## config.mk

```make
export PLATFORM = sky130hd
export DESIGN_NAME = control_sequencer
export DESIGN_NICKNAME = d
export VERILOG_FILES = /design/src/rtl/control_sequencer.sv
export SDC_FILE = /design/constraint.sdc
export NUM_CORES = 1
export LEC_CHECK = 0
export CORE_MARGIN = 5
export CORE_UTILIZATION = 39
export CTS_CLUSTER_DIAMETER = 150
export DETAILED_ROUTE_END_ITERATION = 7
export GPL_ROUTABILITY_DRIVEN = 1
export GPL_TIMING_DRIVEN = 0
export HOLD_SLACK_MARGIN = 0.08
export PLACE_DENSITY = 0.85
export SYNTH_ARGS = -nofsm -noshare
export SYNTH_HDL_FRONTEND = slang
export SYNTH_SLANG_ARGS = --single-unit
```

## constraint.sdc

```tcl
create_clock -name clock -period 2.2 [get_ports clock]
set_input_delay 0.33 -clock clock [delete_from_list [all_inputs] [get_ports clock]]
set_output_delay 0.33 -clock clock [all_outputs]
set_load 0.02 [all_outputs]
```

## src/rtl/control_sequencer.sv

```systemverilog
// control_sequencer
//   Consumer end of the instruction-word decoder interface. Latches the
//   instruction word, steps the decoder state from the control word's
//   next-state field, and unpacks the 33-bit control word into datapath
//   controls. Write-type enables are only live while an instruction executes.
//   Also holds the status register, counts retired instructions, and traps
//   (sticky until reset) on the reserved next-state code 2'b11.
//
// Ports
//   clock, reset         : rising-edge clock, synchronous active-high reset
//   instr_in/instr_valid : instruction word handshake from instruction memory
//   fetch_req            : sequencer is waiting for an instruction
//   I, state             : instruction register and decoder state, to decoders
//   cw_in                : control word from the selected decoder
//   status_in / status   : ALU flags this cycle / registered flags to decoders
//   alu_*, rf_*, ram_*, pc_*, status_ld : unpacked control-word fields
//   retire, instr_count  : retire pulse and retired-instruction counter
//   fault                : sticky trap flag
module control_sequencer #(
    parameter int CW_WIDTH  = 33,
    parameter int CNT_WIDTH = 32
) (
    input  logic                 clock,
    input  logic                 reset,
    input  logic [31:0]          instr_in,
    input  logic                 instr_valid,
    output logic                 fetch_req,
    output logic [31:0]          I,
    output logic [1:0]           state,
    input  logic [CW_WIDTH-1:0]  cw_in,
    input  logic [4:0]           status_in,
    output logic [4:0]           status,
    output logic                 alu_en,
    output logic                 alu_bs,
    output logic [4:0]           alu_fs,
    output logic                 rf_b_en,
    output logic [4:0]           rf_sa,
    output logic [4:0]           rf_sb,
    output logic [4:0]           rf_da,
    output logic                 rf_w,
    output logic                 ram_en,
    output logic                 ram_w,
    output logic                 pc_en,
    output logic [1:0]           pc_fs,
    output logic                 pc_is,
    output logic                 status_ld,
    output logic                 retire,
    output logic [CNT_WIDTH-1:0] instr_count,
    output logic                 fault
);

    typedef enum logic [1:0] {
        PH_FETCH = 2'd0,
        PH_EXEC  = 2'd1,
        PH_FAULT = 2'd2
    } phase_t;

    phase_t     phase, phase_nxt;
    logic [1:0] ns;
    logic       trap;
    logic       upd_status;

    assign ns = cw_in[1:0];

    // Ungated fields pass straight through; they are don't-care outside EXEC.
    assign alu_en  = cw_in[32];
    assign alu_bs  = cw_in[31];
    assign alu_fs  = cw_in[30:26];
    assign rf_b_en = cw_in[25];
    assign rf_sa   = cw_in[24:20];
    assign rf_sb   = cw_in[19:15];
    assign rf_da   = cw_in[14:10];
    assign ram_en  = cw_in[8];
    assign pc_fs   = cw_in[5:4];
    assign pc_is   = cw_in[3];

    always_comb begin
        phase_nxt  = phase;
        fetch_req  = 1'b0;
        retire     = 1'b0;
        trap       = 1'b0;
        upd_status = 1'b0;
        rf_w       = 1'b0;
        ram_w      = 1'b0;
        pc_en      = 1'b0;
        status_ld  = 1'b0;
        case (phase)
            PH_FETCH: begin
                fetch_req = 1'b1;
                if (instr_valid) phase_nxt = PH_EXEC;
            end
            PH_EXEC: begin
                if (ns == 2'b11) begin
                    // Reserved next-state: suppress every write this cycle.
                    trap      = 1'b1;
                    phase_nxt = PH_FAULT;
                end else begin
                    rf_w       = cw_in[9];
                    ram_w      = cw_in[7];
                    pc_en      = cw_in[6];
                    status_ld  = cw_in[2];
                    upd_status = cw_in[2];
                    if (ns == 2'b00) begin
                        retire    = 1'b1;
                        phase_nxt = PH_FETCH;
                    end
                end
            end
            default: phase_nxt = PH_FAULT;
        endcase
    end

    always_ff @(posedge clock) begin
        if (reset) begin
            phase       <= PH_FETCH;
            I           <= '0;
            state       <= 2'b00;
            status      <= '0;
            instr_count <= '0;
            fault       <= 1'b0;
        end else begin
            phase <= phase_nxt;
            if (phase == PH_FETCH && instr_valid) begin
                I     <= instr_in;
                state <= 2'b00;
            end
            if (phase == PH_EXEC) state <= ns;
            if (upd_status) status <= status_in;
            if (retire) instr_count <= instr_count + CNT_WIDTH'(1);
            if (trap) fault <= 1'b1;
        end
    end

endmodule
```

==> flow_metrics.tcl <==
set metrics [dict create \
    outcome "complete, no violations" \
    wl_per_cell_um 14.4 \
    antenna_found_initial 0 \
    syn_to_final_growth_pct 57.4 \
    fin_crit_sh 0.944 \
    cts_root_buf "clkbuf_8" \
    yosysTopAreaCell "dfxtp_1" \
    drtPass1Iterations 4 \
    yosys.area.top_type_share 0.459 \
    place_inst 644 \
    vias 3345 \
    grt_pass1_wl_mm 14.9 \
    cts_tree "built" \
    start_util 0.397 \
    port_buffers 149 \
    yosysSeqAreaShare 0.459 \
    maxCapViolCount 0 \
    netlist_area_mm2 0.00323 \
    synth-edff-count 0 \
    worstSkewPairLatency_ns 0.35 \
    setup_viol 0 \
    yosysUniqueCellTypes 34 \
    skew_ns 0.0117 \
    die-area_mm2 0.0102 \
    synth_most_common_cell "nand2_1" \
    synth_common_cells "76 x nand2_1, 74 x dfxtp_1, 54 x a21oi_1" \
    vias_per_cell 5.06 \
    antenna_cells 0 \
    grt_usage 0.181 \
    grt_start_max_net_pins 13 \
    cts_buffers 9 \
    critical_path_arrival_ns 2.35 \
    ys_ff_latch 74 \
    yosysWarnings 0 \
    endpoint_kind "register" \
    finalHoldViolations 0 \
    start_kind "register" \
    p_leak_uw 0.00185 \
    place_congestion 0.805 \
    grt_pass1_vias 3360 \
    fin_cells 661 \
    post_synth_main_area_contributors "dfxtp_1 46%, nand2_1 8.8%, a21oi_1 8.4%" \
    row_count 33 \
    period_needed_ns 2.08 \
    clkSlewWorstSetupHoldPaths_ns 0.08 \
    power-per-cell-area_mw_per_mm2 569 \
    yosys_most_used_dff "dfxtp_1" \
    crit_fanout 10 \
    crit_type "register to register" \
    synth_cells 390 \
    ir_drop_mv 0.393 \
    worstPathRequired_ns 2.47 \
    slew_headroom 0.677 \
    hpwl_mm 7.18 \
    async_flop_share 0 \
    coreArea_mm2 0.00813 \
    drcViolationCount 0 \
    fmax_ghz 0.482 \
    total_power_uw 2890 \
    htree_levels 3 \
    synth_fp_nets 466 \
    worst_pin_slew_ns 0.484 \
    drtIter0Drc 111 \
    syn_area_per_cell_um2 8.28 \
    slew_viol_final 0 \
    rsz0062_at_grt "false" \
    overflow 0 \
    detail-route-antenna-nets 0 \
    ios 178 \
    hp-class "input port to register" \
    die_w_um 101 \
    clock_sinks 74 \
    postRouteWirelength_mm 9.52 \
    fp.dieH_um 101 \
    clk_path_buf_depth 2 \
    fin_nets 628 \
    nFillCells 687 \
    drive_gt1_frac 0.110 \
]
-- sequential cells by signal (all words and copies together) (netlist names) --
register,flops
I,32
fault,1
instr_count,32
phase,2
state,2
status,5
-- per-stage QoR --
step	TNS, ns	instance area, um2	util	setup slack [ns]	hold slack [ns]
floorplan	0	3230	-	0.0773	0.466
global placement	-9.40	4850	0.597	-0.676	0.441
detailed placement	-10.14	4850	0.597	-0.675	0.449
CTS	0	5050	0.621	0.00815	0.347
global route	0	5080	0.625	0.0145	0.361
finish	0	5080	0.625	0.124	0.358
-- worst max-delay path, cell delays in order (launching register included) --
cell and delay (ns):
dfxtp_1 0.47, nand4_2 0.16, or4_4 0.57, buf_6 0.15
or4_1 0.50, a21oi_1 0.15
-- cells by family (layout without fill, tap and decap cells) --
kind of cell,count (synthesis),after routing,share of synthesized area
flops,74,74,0.459
compound gates,79,79,0.135
mux,7,7,0.0217
xor+xnor,10,10,0.0271
fa+ha+maj,3,3,0.0116
simple gates,161,161,0.246
buf+inv,56,222,0.0999
-- final cells by class --
type | count | area (um2) | share of cell area
flip-flops and latches | 74 | 1480 | 0.292
plain buffers | 49 | 312 | 0.0613
clock buffers | 11 | 151 | 0.0298
clock inverters | 4 | 27.5 | 0.00541
multi-input cells | 260 | 1440 | 0.284
repair buffers | 152 | 1510 | 0.297
inverters | 6 | 22.5 | 0.00443
well taps | 105 | 131 | 0.0258
-- path summary, 6_finish.rpt --
check | startpoint | to | slack (ns) | cells after the start
setup / recovery | instr_count[4]$_SDFFE_PP0P_ | instr_count[20]$_SDFFE_PP0P_ | 0.12 | 5
hold / removal | reset | I[8]$_SDFFE_PP0P_ | 0.36 | 2
setup reg to reg | instr_count[4]$_SDFFE_PP0P_ | instr_count[20]$_SDFFE_PP0P_ | 0.12 | 5
hold reg to reg | I[6]$_SDFFE_PP0P_ | I[6]$_SDFFE_PP0P_ | 0.46 | 2
-- metal layers --
metal | track usage | up-vias | share of wire
met5 | 0 | - | 0
met3 | 0.0858 | 15 | 0.12
met2 | 0.312 | 164 | 0.49
li1 | - | 1642 | -
met1 | 0.191 | 1524 | 0.37
met4 | 0.0665 | 0 | 0.017
-- cells in the final DEF (no fill, tap or decap), types with 2 or more instances in the layout --
cell type	count
dfxtp_2	2
inv_1	6
clkdlybuf4s50_1	142
nand3_1	9
and3_1	5
buf_2	4
clkbuf_8	11
nor2_1	21
nand4_1	8
o21ai_0	8
nand2_1	76
or3_1	8
or4_1	14
a22oi_1	2
and4_1	4
buf_4	29
dlygate4sd2_1	4
clkbuf_1	16
xnor2_1	5
o31ai_1	11
clkinvlp_4	3
nor3_1	3
o31ai_2	2
mux2i_1	7
ha_1	3
dlymetal6s2s_1	2
xor2_1	5
buf_6	3
a21oi_1	54
dfxtp_1	72
and2_1	4
-- power breakdown --
group	switching, uW	internal [uW]
logic	245	268
registers	24.6	1380
clock network	508	463
total	778	2120
-- repair_timing --
| item | CTS | global route |
|---|---|---|
| gates cloned | 0 | 1 |
| pin swaps | 1 | 1 |
| setup endpoints to repair | 21 | 21 |
| resized for setup | 11 | 15 |
| hold buffers | 0 | 0 |
| setup buffers | 2 | 0 |
No activity file was read; power rests on OpenSTA's default activity.
